`src/rtl/bidirectional_shift_deserializer_if.sv`:
```
// Parallel-side and serial-side signal bundle of the shift-register link receiver.
// The slave modport is the receiver; the master modport is whoever drives the link and consumes words.
interface bidirectional_shift_deserializer_if #(
  parameter int WIDTH = 8
);
  logic             enable;
  logic             start;
  logic             shiftLeft;
  logic             serialIn;
  logic             ready;
  logic             clearOverrun;
  logic [WIDTH-1:0] dataout;
  logic             valid;
  logic             busy;
  logic             overrun;

  modport slave (
    input  enable,
    input  start,
    input  shiftLeft,
    input  serialIn,
    input  ready,
    input  clearOverrun,
    output dataout,
    output valid,
    output busy,
    output overrun
  );

  modport master (
    output enable,
    output start,
    output shiftLeft,
    output serialIn,
    output ready,
    output clearOverrun,
    input  dataout,
    input  valid,
    input  busy,
    input  overrun
  );
endinterface

```
`src/rtl/bidirectional_shift_deserializer.sv`:
```
// Serial-link receiver: assembles WIDTH-bit frames MSB- or LSB-first into a
// single output word register with valid/ready handshake and sticky overrun.
module bidirectional_shift_deserializer #(
  parameter int WIDTH = 8
) (
  input  logic                            clock,
  input  logic                            reset,
  bidirectional_shift_deserializer_if.slave bus
);

  localparam int CW = $clog2(WIDTH + 1);
  localparam logic [CW-1:0] LAST_IDX = CW'(WIDTH - 1);
  localparam logic [CW-1:0] ONE      = CW'(1);

  typedef enum logic [0:0] {
    IDLE  = 1'b0,
    SHIFT = 1'b1
  } state_e;

  state_e           state_q, state_d;
  logic [WIDTH-1:0] sh_q, sh_d;
  logic [CW-1:0]    cnt_q, cnt_d;
  logic             dir_q, dir_d;
  logic [WIDTH-1:0] dataout_q, dataout_d;
  logic             valid_q, valid_d;
  logic             overrun_q, overrun_d;

  logic             complete;
  logic [WIDTH-1:0] shifted;

  // One-bit insertion: MSB-first pushes in at bit 0 so the first bit walks up
  // to the top; LSB-first pushes in at the top so the first bit walks down to 0.
  function automatic logic [WIDTH-1:0] shift_in(input logic [WIDTH-1:0] sh,
                                                input logic             msb_first,
                                                input logic             bit_in);
    logic [WIDTH-1:0] r;
    if (msb_first) r = {sh[WIDTH-2:0], bit_in};
    else           r = {bit_in, sh[WIDTH-1:1]};
    return r;
  endfunction

  assign shifted = shift_in(sh_q, dir_q, bus.serialIn);

  always_comb begin
    state_d   = state_q;
    sh_d      = sh_q;
    cnt_d     = cnt_q;
    dir_d     = dir_q;
    dataout_d = dataout_q;
    valid_d   = valid_q;
    overrun_d = overrun_q;
    complete  = 1'b0;

    // A qualified start always opens a fresh frame, discarding any partial one.
    if (bus.enable) begin
      if (bus.start) begin
        dir_d   = bus.shiftLeft;
        sh_d    = shift_in('0, bus.shiftLeft, bus.serialIn);
        cnt_d   = ONE;
        state_d = SHIFT;
      end else if (state_q == SHIFT) begin
        sh_d = shifted;
        if (cnt_q == LAST_IDX) begin
          complete = 1'b1;
          cnt_d    = '0;
          state_d  = IDLE;
        end else begin
          cnt_d = cnt_q + ONE;
        end
      end
    end

    if (valid_q && bus.ready) valid_d = 1'b0;
    if (bus.clearOverrun)     overrun_d = 1'b0;

    // A consume on the same edge frees the buffer for the word completing now.
    if (complete) begin
      if (!valid_q || bus.ready) begin
        dataout_d = shifted;
        valid_d   = 1'b1;
      end else begin
        overrun_d = 1'b1;
      end
    end
  end

  always_ff @(posedge clock or negedge reset) begin
    if (!reset) begin
      state_q   <= IDLE;
      sh_q      <= '0;
      cnt_q     <= '0;
      dir_q     <= 1'b0;
      dataout_q <= '0;
      valid_q   <= 1'b0;
      overrun_q <= 1'b0;
    end else begin
      state_q   <= state_d;
      sh_q      <= sh_d;
      cnt_q     <= cnt_d;
      dir_q     <= dir_d;
      dataout_q <= dataout_d;
      valid_q   <= valid_d;
      overrun_q <= overrun_d;
    end
  end

  assign bus.dataout = dataout_q;
  assign bus.valid   = valid_q;
  assign bus.busy    = (state_q == SHIFT);
  assign bus.overrun = overrun_q;

endmodule

```
`src/flat_wrapper.sv`:
```
// flat-port wrapper written by rule: the top's interface ports become plain ports
module bidirectional_shift_deserializer_flat 
#(
  parameter int WIDTH = 8
)
  (clock, reset, bus_enable, bus_start, bus_shiftLeft, bus_serialIn, bus_ready, bus_clearOverrun, bus_dataout, bus_valid, bus_busy, bus_overrun);
  bidirectional_shift_deserializer_if #(.WIDTH(WIDTH)) bus_i ();
  input  logic clock;
  input  logic reset;
  input wire logic [$bits(bus_i.enable)-1:0] bus_enable;
  input wire logic [$bits(bus_i.start)-1:0] bus_start;
  input wire logic [$bits(bus_i.shiftLeft)-1:0] bus_shiftLeft;
  input wire logic [$bits(bus_i.serialIn)-1:0] bus_serialIn;
  input wire logic [$bits(bus_i.ready)-1:0] bus_ready;
  input wire logic [$bits(bus_i.clearOverrun)-1:0] bus_clearOverrun;
  output wire logic [$bits(bus_i.dataout)-1:0] bus_dataout;
  output wire logic [$bits(bus_i.valid)-1:0] bus_valid;
  output wire logic [$bits(bus_i.busy)-1:0] bus_busy;
  output wire logic [$bits(bus_i.overrun)-1:0] bus_overrun;
  assign bus_i.enable = bus_enable;
  assign bus_i.start = bus_start;
  assign bus_i.shiftLeft = bus_shiftLeft;
  assign bus_i.serialIn = bus_serialIn;
  assign bus_i.ready = bus_ready;
  assign bus_i.clearOverrun = bus_clearOverrun;
  assign bus_dataout = bus_i.dataout;
  assign bus_valid = bus_i.valid;
  assign bus_busy = bus_i.busy;
  assign bus_overrun = bus_i.overrun;
  bidirectional_shift_deserializer #(.WIDTH(WIDTH)) u_core (.clock(clock), .reset(reset), .bus(bus_i));
endmodule
```
`config.mk`:
```
export PLATFORM = sky130hd
export DESIGN_NAME = bidirectional_shift_deserializer_flat
export DESIGN_NICKNAME = d
export VERILOG_FILES = /design/src/rtl/bidirectional_shift_deserializer_if.sv /design/src/rtl/bidirectional_shift_deserializer.sv /design/src/flat_wrapper.sv
export SDC_FILE = /design/constraint.sdc
export NUM_CORES = 1
export LEC_CHECK = 0
export BUFFER_PORTS_ARGS = -buffer_cell sky130_fd_sc_hd__buf_2
export CORE_ASPECT_RATIO = 0.7
export CORE_MARGIN = 2
export CORE_UTILIZATION = 54
export CTS_CLUSTER_DIAMETER = 100
export DETAILED_ROUTE_END_ITERATION = 10
export PLACE_DENSITY = 0.88
export SKIP_CTS_REPAIR_TIMING = 1
export SLEW_MARGIN = 15
export SYNTH_ARGS = -nofsm -noshare
export SYNTH_HDL_FRONTEND = slang
export SYNTH_SLANG_ARGS = --single-unit
```
`constraint.sdc`:
```
create_clock -name clock -period 1.86 [get_ports clock]
set_input_delay 0.186 -clock clock [delete_from_list [all_inputs] [get_ports clock]]
set_output_delay 0.186 -clock clock [all_outputs]
set_load 0.1 [all_outputs]
```
==> results of run 1 <==
[area by class of cell]
cell class | instances | share of cell area (%)
Sequential cell | 24 | 46.1
Multi-Input combinational cell | 63 | 38.3
Inverter | 8 | 2.30
Clock buffer | 4 | 2.78
Timing Repair Buffer | 20 | 8.44
Tap cell | 22 | 2.11
[layout by cell type (no fill, tap or decap), types with 2 or more instances in the layout]
cell | synthesis | final
dfrtp_1 | 24 | 23
mux2_4 | 4 | 4
nor3b_1 | 2 | 2
a22o_1 | 4 | 4
clkbuf_4 | 0 | 3
a21oi_1 | 3 | 3
nand2_1 | 11 | 11
inv_1 | 8 | 8
o21a_1 | 2 | 2
nor2_1 | 2 | 2
o22ai_1 | 3 | 3
mux2i_1 | 9 | 9
buf_2 | 3 | 18
mux2_2 | 5 | 5
dlygate4sd3_1 | 0 | 2
o21ai_0 | 5 | 5
[per-stage QoR]
| stage | instance area, sq um | total power [uW] | setup slack (ps) |
|---|---|---|---|
| floorplan | 1160 | 1360 | 44.9 |
| global placement | 1250 | 1470 | 153 |
| detailed placement | 1250 | 1490 | 59.4 |
| CTS | 1280 | 1770 | 31.8 |
| global route | 1310 | 1850 | 43.2 |
| finish | 1310 | 1760 | 177 |
[final timing paths]
kind	start	to	slack [ps]	depth (start not counted)
worst max-delay path	u_core.cnt_q[0]$_DFFE_PN0P_	u_core.bus.dataout[6]$_DFFE_PN0P_	180	4
worst min-delay path	bus_shiftLeft	u_core.dir_q$_DFFE_PN0P_	120	2
worst max register to register	u_core.cnt_q[0]$_DFFE_PN0P_	u_core.bus.dataout[6]$_DFFE_PN0P_	180	4
worst min register to register	u_core.sh_q[7]$_DFFE_PN0P_	u_core.sh_q[7]$_DFFE_PN0P_	510	1
max in group asynchronous	reset	u_core.bus.busy$_DFFE_PN0P_	1120	2
min in group asynchronous	reset	u_core.sh_q[4]$_DFFE_PN0P_	370	2
[state kept, by name, summed over array words and instances, names as in the netlist]
| register | cells |
|---|---|
| u_core.bus.overrun | 1 |
| u_core.dir_q | 1 |
| u_core.bus.dataout | 8 |
| u_core.bus.busy | 1 |
| u_core.sh_q | 8 |
| u_core.bus.valid | 1 |
| u_core.cnt_q | 4 |
[power by group through the flow]
stage | logic (uW) | clock network (uW) | registers [uW]
global route | 800 | 304 | 741
global placement | 746 | 0 | 727
floorplan | 227 | 0 | 1140
detailed placement | 760 | 0 | 733
CTS | 759 | 283 | 724
finish | 758 | 275 | 724
[synth_stat cells (2+ instances only)]
cell,n
dfrtp_1,24
nand2_1,11
mux2i_1,9
inv_1,8
mux2_2,5
o21ai_0,5
a22o_1,4
mux2_4,4
a21oi_1,3
buf_2,3
o22ai_1,3
and3b_1,2
nor2_1,2
nor3b_1,2
o21a_1,2
[cells by family after synthesis]
logic type               share of synthesized area [%]
buffers and inverters                             5.29
adder cells (fa/ha/maj)                           1.08
multiplexers                                      17.8
flip-flops                                        51.8
AO/OA/AOI/OAI                                     10.5
AND/OR/NAND/NOR                                   13.6
[routing by layer]
metal	up-vias	global-route usage (%)	routed length (um)
met3	4	6.71	110
li1	385	-	-
met1	386	28.1	1030
met2	21	27.7	955
met4	0	9.55	42
met5	-	0	0
[critical path: cells and delay by family, from the launching register on]
| kind | cells | cell delay, ps |
|---|---|---|
| AND/OR/NAND/NOR | 2 | 610 |
| adder cells (fa/ha/maj) | 1 | 220 |
| flip-flops | 1 | 410 |
| multiplexers | 1 | 320 |
==> impl_metrics.py, run 1 <==
metrics = {
    "outcome": {
        "status": "completed",
    },
    "detailed_routing": {
        "viasPerCell": 5.65,
        "drtIter0Drc": 20,
        "postRouteAntennaNets": 0,
        "vias": 796,
        "wire_per_inst_um": 15.2,
        "drt_first_pass_iters": 4,
        "drc": 0,
        "drt_wl_total_um": 2140,
    },
    "setup_path": {
        "start_kind": "flip-flop",
        "crit_slowest_cell": "dfrtp_1",
        "cpPeakStageDelay_ps": 410,
        "path_cells": "ha_1 > and3b_1 > and3b_2 > mux2_4",
        "cp.arrival_ps": 1900,
        "crit_fanout": 8,
        "crit_required_ps": 2080,
        "endpoint_kind": "flip-flop",
        "critical_path_class": "flip-flop to flip-flop",
    },
    "cells_and_area": {
        "ff_latch_area_sq_um": 602,
        "fill_cells": 154,
        "area_growth_pct": 12.5,
        "num_antenna_cells": 0,
        "fin_util_pct": 67.4,
        "final_layout_size_suffix_gt1_share_pct": 29.4,
        "multi_input_area_sq_um": 499,
        "stdcell_count": 141,
        "final_net_count": 129,
    },
    "global_route": {
        "grt_pass1_wl_um": 3660,
        "grtUsageTotal_pct": 20.1,
        "grt_pass1_vias": 788,
        "antenna_found_initial": 0,
        "grt_remaining_overflow": 0,
        "grt_max_degree": 25,
    },
    "power_and_ir_drop": {
        "p_seq_share_pct": 41.2,
        "ir_worst_vdd_mv": 0.864,
        "clkPwrFrac_pct": 15.7,
        "p_sw_share_pct": 46.9,
        "leakage_uw": 0.000647,
        "p_comb_share_pct": 43.1,
        "power_density_nw_per_um2": 1350,
        "p_int_uw": 932,
        "power.net_switching_uw": 824,
    },
    "timing": {
        "fin_crit_sh_pct": 90.5,
        "fin_crit_ps": 1680,
        "slew_headroom_pct": 62.9,
        "holdWs_ps": 120,
        "finalSetupTns_ps": 0,
        "max_freq_mhz": 594,
        "setup_viol": 0,
        "rsz0062_at_grt": "false",
        "finalHoldViolations": 0,
        "tightest_slew_ps": 553,
        "slew_viol_final": 0,
        "skew_ps": 5.79,
    },
    "hold_path": {
        "min_path_type": "primary input to flip-flop",
    },
    "floorplan": {
        "start_util_pct": 59.9,
        "coreArea_sq_um": 1940,
        "die_x_um": 59.4,
        "io_pins": 19,
        "row_count": 13,
        "die_height_um": 42.8,
        "design.die.area_sq_um": 2540,
    },
    "synthesis": {
        "synth_seq_cells": 24,
        "synth-edff-count": 0,
        "synthDistinctLibCells": 28,
        "yosys.area.top_type": "dfrtp_1",
        "syn-cell-area_sq_um": 1160,
        "syn_inst": 100,
        "ys_top_cells_by_area": "dfrtp_1 52%, mux2i_1 7.8%, mux2_4 5.2%, mux2_2 4.9%, nand2_1 3.6%",
        "syn_avg_cell_area_sq_um": 11.6,
        "synth_top_flop_cell": "dfrtp_1",
        "yosysWarnings": 0,
        "async_flop_share_pct": 100,
        "synthesis.nets": 109,
        "ys_seq_area_share_pct": 51.8,
        "yosysTopAreaCellShare_pct": 51.8,
    },
    "place": {
        "dp_hpwl_um": 1520,
        "portBuffers": 18,
        "routabilityCongestion": 0.772,
        "dp_cells": 135,
    },
    "cts": {
        "tritoncts": "yes",
        "clkTransAtPathRegs_ps": 130,
        "cts_buffer_depth": 2,
        "clkSinkCount": 24,
        "insertion_delay_ps": 320,
        "htree_levels": 1,
        "numCtsBuffers": 3,
        "cts_root_buf": "clkbuf_4",
    },
    "run": {
        "maxCapViolCount": 0,
    },
}
No activity file was read; power rests on OpenSTA's default activity.
==> run 2: changes to the inputs <==
- CORE_UTILIZATION: 54 -> 57
- CTS_BUF_LIST: unset -> sky130_fd_sc_hd__clkbuf_4 sky130_fd_sc_hd__clkbuf_8
- PLACE_DENSITY: 0.88 -> 0.91
==> impl_metrics.py, run 2 (synthesis results as in run 1) <==
metrics = {
    "outcome": {
        "status": "completed",
    },
    "detailed_routing": {
        "drt_wl_total_um": 2190,
        "drt_first_pass_iters": 4,
        "drtIter0Drc": 26,
        "wire_per_inst_um": 15.5,
        "viasPerCell": 5.66,
        "postRouteAntennaNets": 0,
        "drc": 0,
        "routed.top_layer": "met4",
        "route.met3.wl_um": 108,
        "vias": 798,
        "wl_met2_um": 985,
        "wl_met1_um": 1070,
    },
    "cells_and_area": {
        "final_layout_size_suffix_gt1_share_pct": 30.3,
        "fin_util_pct": 69.0,
        "num_antenna_cells": 0,
        "area_growth_pct": 12.3,
        "final_net_count": 129,
        "mostFrequentLayoutCells": "23 x dfrtp_1, 18 x buf_2, 11 x nand2_1",
        "final_common_cell": "dfrtp_1",
    },
    "cts": {
        "numCtsBuffers": 3,
        "cts_buffer_depth": 2,
        "clkTransAtPathRegs_ps": 130,
        "cts_root_buf": "clkbuf_4",
        "tritoncts": "yes",
        "insertion_delay_ps": 320,
        "htree_levels": 1,
        "clkSinkCount": 24,
    },
    "floorplan": {
        "design.die.area_sq_um": 2420,
        "start_util_pct": 61.5,
        "die_height_um": 41.7,
        "row_count": 13,
        "die_x_um": 57.9,
        "io_pins": 19,
        "coreArea_sq_um": 1890,
    },
    "setup_path": {
        "crit_fanout": 7,
        "crit_required_ps": 2080,
        "endpoint_kind": "flip-flop",
        "start_kind": "flip-flop",
        "critical_path_class": "flip-flop to flip-flop",
        "cp.arrival_ps": 1870,
        "r2r-end": "u_core.bus.dataout[6]$_DFFE_PN0P_",
        "reg2reg_slack_ps": 210,
        "rr_worst_depth": 4,
        "r2r-start": "u_core.cnt_q[1]$_DFFE_PN0P_",
    },
    "hold_path": {
        "min_path_type": "primary input to flip-flop",
        "min_path_cells": 2,
        "hold_path_end": "u_core.bus.overrun$_DFF_PN0_",
        "hold_start": "bus_clearOverrun",
    },
    "run": {
        "maxCapViolCount": 0,
    },
    "power_and_ir_drop": {
        "ir_worst_vdd_mv": 0.913,
        "power_density_nw_per_um2": 1360,
        "leakage_uw": 0.000648,
    },
    "global_route": {
        "grt_pass1_vias": 777,
        "grt_remaining_overflow": 0,
        "grt_max_degree": 25,
        "antenna_found_initial": 0,
        "grt_pass1_wl_um": 3670,
        "grtUsageTotal_pct": 20.3,
    },
    "timing": {
        "setup_viol": 0,
        "slew_viol_final": 0,
        "rsz0062_at_grt": "false",
        "fin_crit_ps": 1650,
        "fin_crit_sh_pct": 88.6,
        "max_freq_mhz": 607,
        "skew_ps": 3.48,
        "finalSetupTns_ps": 0,
        "slew_headroom_pct": 62.5,
        "finalHoldViolations": 0,
        "tightest_slew_ps": 558,
    },
    "place": {
        "portBuffers": 18,
        "routabilityCongestion": 0.763,
        "dp_hpwl_um": 1630,
    },
}
[run 2: report_power, final]
| group | internal, uW | switching (uW) |
|---|---|---|
| Combinational | 183 | 578 |
| Sequential | 629 | 99.9 |
| Clock | 120 | 157 |
[run 2: area by class of cell]
class | count | area, sq um
sequential | 24 | 602
fill | 144 | 584
multi-input combinational | 63 | 499
timing repair buffer | 20 | 108
clock buffer | 4 | 36.3
inverter | 8 | 30.0
tap | 22 | 27.5
[run 2: through the flow]
| step | area, sq um | setup WS (ps) | total power [uW] | std cells | hold slack (ps) |
|---|---|---|---|---|---|
| after detailed placement | 1250 | 113 | 1500 | 136 | 191 |
| after CTS | 1290 | 69.1 | 1780 | 140 | -168 |
| final | 1300 | 213 | 1770 | 141 | 37.3 |
| after floorplan | 1160 | 44.9 | 1360 | 100 | -110 |
| after global placement | 1250 | 209 | 1470 | 136 | 181 |
| after global routing | 1300 | 111 | 1850 | 141 | 21.2 |
[run 2: routing by layer]
metal  global-route usage [%]  up-vias
met5                        0        -
met4                     5.58        0
met3                     5.61        4
met2                     32.3       26
met1                     27.4      380
li1                         -      388
[run 2: worst max path at each step]
stage                                startpoint                                end  slack, ps  cells after the start
CTS                 u_core.cnt_q[0]$_DFFE_PN0P_  u_core.bus.dataout[2]$_DFFE_PN0P_         70                      5
detailed placement  u_core.cnt_q[0]$_DFFE_PN0P_  u_core.bus.dataout[0]$_DFFE_PN0P_        110                      4
global route        u_core.cnt_q[0]$_DFFE_PN0P_  u_core.bus.dataout[2]$_DFFE_PN0P_        110                      5
global placement    u_core.cnt_q[0]$_DFFE_PN0P_  u_core.bus.dataout[7]$_DFFE_PN0P_        210                      4
finish              u_core.cnt_q[1]$_DFFE_PN0P_  u_core.bus.dataout[6]$_DFFE_PN0P_        210                      4
floorplan           u_core.bus.busy$_DFFE_PN0P_  u_core.bus.dataout[0]$_DFFE_PN0P_         40                      5
[run 2: critical path, cell delays in order (launching register included)]
cell,delay (ps)
dfrtp_1,410
ha_1,230
and3b_1,250
and3b_2,340
mux2_4,320
==> run 3: changes to the inputs <==
- GPL_TIMING_DRIVEN: unset -> 0
==> impl_metrics.py, run 3 (synthesis results as in run 1) <==
metrics = {
    "cts": {
        "clkTransAtPathRegs_ps": 120,
        "insertion_delay_ps": 320,
        "cts_root_buf": "clkbuf_4",
        "numCtsBuffers": 3,
        "cts_buffer_depth": 2,
        "htree_levels": 1,
        "tritoncts": "yes",
        "clkSinkCount": 24,
    },
    "cells_and_area": {
        "num_antenna_cells": 0,
        "final_net_count": 133,
        "final_common_cell": "dfrtp_1",
        "mostFrequentLayoutCells": "23 x dfrtp_1, 21 x buf_2, 11 x nand2_1",
        "stdcell_count": 145,
        "final_layout_size_suffix_gt1_share_pct": 31.7,
        "area_growth_pct": 13.7,
        "fill_cells": 140,
    },
    "hold_path": {
        "min_path_cells": 2,
        "min_path_type": "primary input to flip-flop",
    },
    "detailed_routing": {
        "wire_per_inst_um": 15.1,
        "drc": 0,
        "drt_first_pass_iters": 4,
        "vias": 797,
        "postRouteAntennaNets": 0,
        "drtIter0Drc": 8,
        "viasPerCell": 5.50,
        "drt_wl_total_um": 2180,
    },
    "timing": {
        "max_freq_mhz": 590,
        "rsz0062_at_grt": "false",
        "slew_viol_final": 0,
        "finalSetupTns_ps": 0,
        "tightest_slew_ps": 547,
        "finalHoldViolations": 0,
        "fin_crit_ps": 1690,
        "slew_headroom_pct": 63.3,
        "fin_crit_sh_pct": 91.0,
        "setup_viol": 0,
        "skew_ps": 2.90,
    },
    "floorplan": {
        "die_height_um": 41.7,
        "die_x_um": 57.9,
        "design.die.area_sq_um": 2420,
        "io_pins": 19,
        "row_count": 13,
        "start_util_pct": 61.5,
        "coreArea_sq_um": 1890,
    },
    "place": {
        "portBuffers": 18,
        "dp_cells": 140,
        "routabilityCongestion": 0.823,
        "dp_hpwl_um": 1600,
    },
    "global_route": {
        "grt_pass1_vias": 799,
        "grt_max_degree": 25,
        "grt_remaining_overflow": 0,
        "antenna_found_initial": 0,
        "grtUsageTotal_pct": 20.4,
        "grt_pass1_wl_um": 3710,
    },
    "setup_path": {
        "endpoint_kind": "flip-flop",
        "critical_path_class": "flip-flop to flip-flop",
        "crit_required_ps": 2080,
        "rr_worst_depth": 5,
        "crit_fanout": 8,
        "start_kind": "flip-flop",
        "reg2reg_slack_ps": 170,
        "cp.arrival_ps": 1910,
    },
    "power_and_ir_drop": {
        "leakage_uw": 0.000663,
        "ir_worst_vdd_mv": 1.10,
        "power_density_nw_per_um2": 1320,
    },
    "outcome": {
        "status": "completed",
    },
    "run": {
        "maxCapViolCount": 0,
    },
}
## run 3: metal layers
| metal | track usage (%) | part of all wire, % |
|---|---|---|
| met3 | 6.54 | 4.4 |
| met4 | 2.79 | 0.55 |
| met2 | 33.4 | 48 |
| met5 | 0 | 0 |
| met1 | 27.3 | 47 |
## run 3: worst max-delay path: stages, from the launching register on
cell and delay, ps:
dfrtp_1 420, ha_1 250, and3b_1 260, and3b_1 190
buf_6 160, mux2_4 310
## run 3: final timing paths
check	startpoint	to
min in group asynchronous	reset	u_core.bus.dataout[5]$_DFFE_PN0P_
max in group asynchronous	reset	u_core.bus.busy$_DFFE_PN0P_
max reg2reg	u_core.cnt_q[0]$_DFFE_PN0P_	u_core.bus.dataout[6]$_DFFE_PN0P_
min reg2reg	u_core.sh_q[7]$_DFFE_PN0P_	u_core.sh_q[7]$_DFFE_PN0P_
max	u_core.cnt_q[0]$_DFFE_PN0P_	u_core.bus.dataout[6]$_DFFE_PN0P_
min	bus_clearOverrun	u_core.bus.overrun$_DFF_PN0_
## run 3: report_power, final
group,internal [uW],switching (uW)
Sequential,629,79.5
Clock,98.7,152
Combinational,189,595
## run 3: through the flow
stage	instance area (sq um)	setup slack [ps]	hold WS, ps	utilization (%)	power (uW)
floorplan	1160	44.9	-110	-	1360
global placement	1280	261	196	67.8	1480
detailed placement	1280	209	196	67.8	1500
CTS	1310	184	-164	69.4	1750
global route	1320	101	20.9	69.9	1830
finish	1320	166	33.8	69.9	1740
## run 3: cell type report
type	count	area (sq um)	share of cell area [%]
timing repair buffer	19	100	7.59
buffer	5	31.3	2.37
clock buffer	4	30.0	2.28
sequential	24	602	45.6
tap	22	27.5	2.09
inverter	8	30.0	2.28
multi-input combinational	63	498	37.8
